`config.mk`:
```
export PLATFORM = sky130hd
export DESIGN_NAME = flex_updown_counter
export DESIGN_NICKNAME = d
export VERILOG_FILES = /design/src/rtl/flex_updown_counter.sv
export SDC_FILE = /design/constraint.sdc
export NUM_CORES = 1
export LEC_CHECK = 0
export BUFFER_PORTS_ARGS = -buffer_cell sky130_fd_sc_hd__buf_2
export CAP_MARGIN = 25
export CORE_UTILIZATION = 55
export DETAILED_ROUTE_END_ITERATION = 12
export PLACE_DENSITY = 0.86
export SKIP_LAST_GASP = 1
export SYNTH_ARGS = -nofsm -noshare
export SYNTH_HDL_FRONTEND = slang
export SYNTH_SLANG_ARGS = --single-unit
```
`constraint.sdc`:
```
create_clock -name clk -period 2.5 [get_ports clk]
set_input_delay 0.375 -clock clk [delete_from_list [all_inputs] [get_ports clk]]
set_output_delay 0.375 -clock clk [all_outputs]
set_load 0.1 [all_outputs]
```
`src/rtl/flex_updown_counter.sv`:
```
// Up/down counter with programmable terminal value, synchronous clear/load,
// wrap or saturate behaviour, terminal flag/pulse and a saturating wrap-event count.
module flex_updown_counter #(
  parameter int NUM_CNT_BITS  = 4,
  parameter int WRAP_CNT_BITS = 8
) (
  input  logic                     clk,
  input  logic                     n_rst,
  input  logic                     clear,
  input  logic                     load,
  input  logic [NUM_CNT_BITS-1:0]  load_val,
  input  logic                     count_enable,
  input  logic                     count_up,
  input  logic                     sat_mode,
  input  logic [NUM_CNT_BITS-1:0]  rollover_val,
  output logic [NUM_CNT_BITS-1:0]  count_out,
  output logic                     rollover_flag,
  output logic                     rollover_pulse,
  output logic [WRAP_CNT_BITS-1:0] wrap_count
);

  localparam logic [NUM_CNT_BITS-1:0] CNT_ONE = NUM_CNT_BITS'(1);

  logic [NUM_CNT_BITS-1:0]  count_q, count_d;
  logic                     flag_q, flag_d;
  logic                     pulse_q, pulse_d;
  logic [WRAP_CNT_BITS-1:0] wrap_q, wrap_d;

  logic [NUM_CNT_BITS-1:0]  terminal;
  logic [NUM_CNT_BITS-1:0]  step_next;
  logic                     wrap_evt;

  // The wrap-event count sticks at all-ones instead of rolling over.
  function automatic logic [WRAP_CNT_BITS-1:0] sat_inc(input logic [WRAP_CNT_BITS-1:0] v);
    if (&v) return v;
    return v + WRAP_CNT_BITS'(1);
  endfunction

  function automatic logic [NUM_CNT_BITS-1:0] clamp_load(input logic [NUM_CNT_BITS-1:0] v,
                                                         input logic [NUM_CNT_BITS-1:0] r);
    if (v > r) return r;
    return v;
  endfunction

  assign terminal = count_up ? rollover_val : CNT_ONE;

  // Next value of one enabled step, assuming rollover_val is non-zero.
  always_comb begin
    step_next = count_q;
    wrap_evt  = 1'b0;
    if (count_up) begin
      if (count_q < rollover_val) begin
        step_next = count_q + CNT_ONE;
      end else if (sat_mode) begin
        step_next = rollover_val;
      end else begin
        step_next = CNT_ONE;
        wrap_evt  = 1'b1;
      end
    end else begin
      if (count_q > rollover_val) begin
        step_next = rollover_val;
      end else if (count_q > CNT_ONE) begin
        step_next = count_q - CNT_ONE;
      end else if (sat_mode) begin
        step_next = CNT_ONE;
      end else begin
        step_next = rollover_val;
        wrap_evt  = 1'b1;
      end
    end
  end

  // Priority: clear > load > count_enable > hold.
  always_comb begin
    count_d = count_q;
    flag_d  = flag_q;
    pulse_d = 1'b0;
    wrap_d  = wrap_q;
    if (clear) begin
      count_d = '0;
      flag_d  = 1'b0;
      wrap_d  = '0;
    end else if (load) begin
      count_d = clamp_load(load_val, rollover_val);
      flag_d  = 1'b0;
    end else if (count_enable) begin
      if (rollover_val == '0) begin
        count_d = '0;
        flag_d  = 1'b0;
      end else begin
        count_d = step_next;
        flag_d  = (step_next == terminal);
        pulse_d = (step_next == terminal) && (count_q != terminal);
        if (wrap_evt) wrap_d = sat_inc(wrap_q);
      end
    end
  end

  always_ff @(posedge clk or negedge n_rst) begin
    if (!n_rst) begin
      count_q <= '0;
      flag_q  <= 1'b0;
      pulse_q <= 1'b0;
      wrap_q  <= '0;
    end else begin
      count_q <= count_d;
      flag_q  <= flag_d;
      pulse_q <= pulse_d;
      wrap_q  <= wrap_d;
    end
  end

  assign count_out      = count_q;
  assign rollover_flag  = flag_q;
  assign rollover_pulse = pulse_q;
  assign wrap_count     = wrap_q;

endmodule
```
==> out/summary.log <==
qor: status.outcome finished, final reports clean
qor: place.post_dp_cell_area 1750 um2
qor: grt.track_usage 35.9%
qor: grt.gr-usage-met2 56.3%
qor: finish.design.final.nets 249
qor: logic_synthesis.synth.most_common_cell sky130_fd_sc_hd__a21oi_1
qor: sta.fin_worst_hold_slack 0.425 ns
qor: sta.hold_violations 0
qor: grt.grt_use_met3 8.89%
qor: critical_path.r2r_cells 7
qor: critical_path.critical_path.startpoint_type flop
qor: place.gp_routability_congestion 0.973
qor: power_and_ir_drop.power_leakage 0.805 nW
qor: detailed_routing.initialDrtViolationCount 127
qor: critical_path.worst-r2r-setup-slack 0.06 ns
qor: finish.post-route-util 72.1%
qor: detailed_routing.drc_errors 0
qor: clocking.path_clk_slew 0.09 ns
qor: logic_synthesis.seq_area_frac_synth 23.3%
qor: logic_synthesis.synth-async-reset-ratio 100%
qor: critical_path.crit_path_start count_out[1]
qor: power_and_ir_drop.vdd.ir_drop.worst 459 uV
qor: sta.worst_max_slew_margin_expressed_relative_to_the_limit 58.1%
qor: logic_synthesis.leading_register_cell_type_out_of_synthesis sky130_fd_sc_hd__dfrtp_1
qor: finish.areaGrowthSynthToFinish 21.1%
qor: detailed_routing.wl 5060 um
qor: critical_path.endpoint wrap_count[4]
qor: logic_synthesis.synth.top_cell.area_share 23.3%
qor: logic_synthesis.synth.area.top_cells sky130_fd_sc_hd__dfrtp_1 (23%), sky130_fd_sc_hd__ha_1 (10%), sky130_fd_sc_hd__a21oi_1 (5.7%), sky130_fd_sc_hd__o31ai_1 (4.0%), sky130_fd_sc_hd__nand3_1 (3.0%)
qor: finish.post-route-cell-area 1820 um2
qor: clocking.cts_made_buffers 3
qor: floorplan.boundaryPins 29
qor: logic_synthesis.ys_warn_count 0
qor: sta.final_period_minus_worst_setup_slack 2.44 ns
qor: logic_synthesis.synth-edff-count 0
qor: critical_path.worstPathArrival 2.65 ns
qor: floorplan.dieWidth 54.3 um
qor: grt.grt_max_degree 17
qor: critical_path.crit_path_end_kind flop
qor: sta.finClkSkew 0.00998 ns
qor: place.place.port_buffers 28
qor: floorplan.die_area 2940 um2
qor: finish.drive_above_1_share 29.9%
qor: sta.rsz_0062_raised_after_global_routing yes
qor: logic_synthesis.synthDominantAreaCellType sky130_fd_sc_hd__dfrtp_1
qor: detailed_routing.detailedRoute.firstPassIterationCount 5
qor: place.dp.final_hpwl 3690 um
qor: power_and_ir_drop.cellPowerDensity 476 nW/um2
qor: logic_synthesis.synth.ff_latch_count 14
qor: critical_path.maximum_fanout_count_along_the_critical_path 8
qor: finish.antenna_cells_inserted 0
qor: logic_synthesis.gate_count_post_synth 180
qor: floorplan.effective_utilization_at_floorplan 59.5%
qor: sta.timing.final.max_slew_violations 0
qor: detailed_routing.detail_route.wl_per_cell 20.1 um
qor: detailed_routing.via_per_inst 7.09
qor: critical_path.timing_worst_setup_path_type flop to flop
qor: critical_path.r2r-end wrap_count[4]
qor: grt.groute.layer.met1.usage 48.1%
qor: grt.top_usage_layer met2
qor: sta.finalSetupViolCount 0
qor: job.maxCapViolCount 0
qor: clocking.cts_tree done
qor: grt.grt_first_pass_wirelength 7480 um
qor: floorplan.die_height 54.3 um
qor: sta.layout_worst_path_cycle_share 97.4%
qor: grt.grt_antenna_before_repair 0
qor: sta.tightestPinTransition 0.624 ns
qor: floorplan.placementRows 18
qor: clocking.worstSkewPairLatency 0.29 ns
qor: clocking.clock_tree.htree_level_count 1
qor: clocking.ctsRootBufferMaster sky130_fd_sc_hd__clkbuf_4
qor: detailed_routing.antenna_violating_nets_post_route 0
qor: clocking.clock_path_buffers 2
qor: critical_path.worst_r2r_startpoint count_out[1]
qor: logic_synthesis.syn_nets 207
qor: grt.first_global_vias 1580
qor: logic_synthesis.netlist-cell-type-count 53
qor: detailed_routing.routed-via-count 1779
qor: logic_synthesis.syn_area_per_cell 8.34 um2
qor: logic_synthesis.mappedNetlistArea 1500 um2
qor: floorplan.core_area 2520 um2
qor: sta.fmax 0.411 GHz
qor: critical_path.cp_data_required_time 2.71 ns
qor: clocking.clock_sinks 14
qor: grt.grt_overflow_total 0
qor: finish.fillers 198
qor: hold_path.hold_wc_path_type input pin to flop
qor: hold_path.hold_start count_enable
qor: logic_synthesis.synth_commonest_cells sky130_fd_sc_hd__a21oi_1 (17), sky130_fd_sc_hd__dfrtp_1 (14), sky130_fd_sc_hd__ha_1 (12), sky130_fd_sc_hd__inv_1 (12), sky130_fd_sc_hd__nand3_1 (9)
stage by stage:
step	setup WS (ns)	instances	setup TNS (ns)	total power [mW]
after global routing	-0.0733	251	-0.162	0.901
final	0.0646	251	0	0.865
after detailed placement	0.0898	244	0	0.692
after global placement	0.174	244	0	0.682
after CTS	0.0612	249	0	0.827
after floorplan	0.0360	180	0	0.556
how the worst min path moves through the flow:
stage	end	slack, ns	cells past startpoint
floorplan	count_out[2]	0.08	0
detailed placement	count_out[1]	0.29	1
global route	rollover_pulse	0.43	3
global placement	count_out[0]	0.28	1
CTS	rollover_pulse	0.41	3
finish	rollover_pulse	0.43	3
cells in the final DEF (no fill, tap or decap), drive strengths merged, types with 6 or more instances in the layout:
master  instances
a21oi          17
buf            46
or4             6
nor2            9
o31ai           8
nand3           9
nand2           7
dfrtp          14
inv            12
ha             12
o21ai          10
nor3            6
per-layer routing:
metal	part of all wire [%]	routed length, um
met1	39	1980
met2	47	2360
met3	12	587
met4	2.5	127
met5	0	0
registers in the layout, indices dropped and copies added, names as in the netlist:
signal          flops
wrap_count          8
count_out           4
rollover_flag       1
rollover_pulse      1
kinds of logic (layout without fill, tap and decap cells):
family                   count (synthesis)  after routing  share of synthesized area [%]
adder cells (fa/ha/maj)                 12             12                           10.0
flip-flops                              14             14                           23.3
AO/OA/AOI/OAI                           70             71                           33.4
buffers and inverters                   23             63                           7.50
XOR/XNOR                                 5              5                           2.92
multiplexers                             5              5                           3.50
AND/OR/NAND/NOR                         51             51                           19.3
power breakdown:
part           switching, mW  internal, mW  leakage [nW]
sequential            0.0144         0.238         0.186
clock                 0.0762        0.0620        0.0150
combinational          0.306         0.168         0.605
what timing repair did:
| item | 4_1_cts | 5_1_grt |
|---|---|---|
| endpoints found under the setup margin | 0 | 9 |
| endpoints found under the hold margin | 14 | 0 |
| hold buffers | 1 | 0 |
| gates resized for setup | 0 | 4 |
| setup buffers | 0 | 1 |
worst max-delay path, cell delays in order (launching register included):
cell	delay, ns
sky130_fd_sc_hd__dfrtp_4	0.55
sky130_fd_sc_hd__ha_1	0.33
sky130_fd_sc_hd__nor2b_1	0.17
sky130_fd_sc_hd__o211a_1	0.25
sky130_fd_sc_hd__o21ai_4	0.22
sky130_fd_sc_hd__a22oi_2	0.15
sky130_fd_sc_hd__or4_1	0.50
sky130_fd_sc_hd__a21oi_1	0.19
final cells by class:
| class | instances | area (um2) | share of cell area (%) |
|---|---|---|---|
| Inverter | 12 | 45.0 | 2.48 |
| Clock buffer | 4 | 26.3 | 1.45 |
| Sequential cell | 14 | 360 | 19.8 |
| Timing Repair Buffer | 47 | 285 | 15.7 |
| Multi-Input combinational cell | 144 | 1060 | 58.5 |
| Tap cell | 30 | 37.5 | 2.06 |
Power figures use the tool's default switching activity.
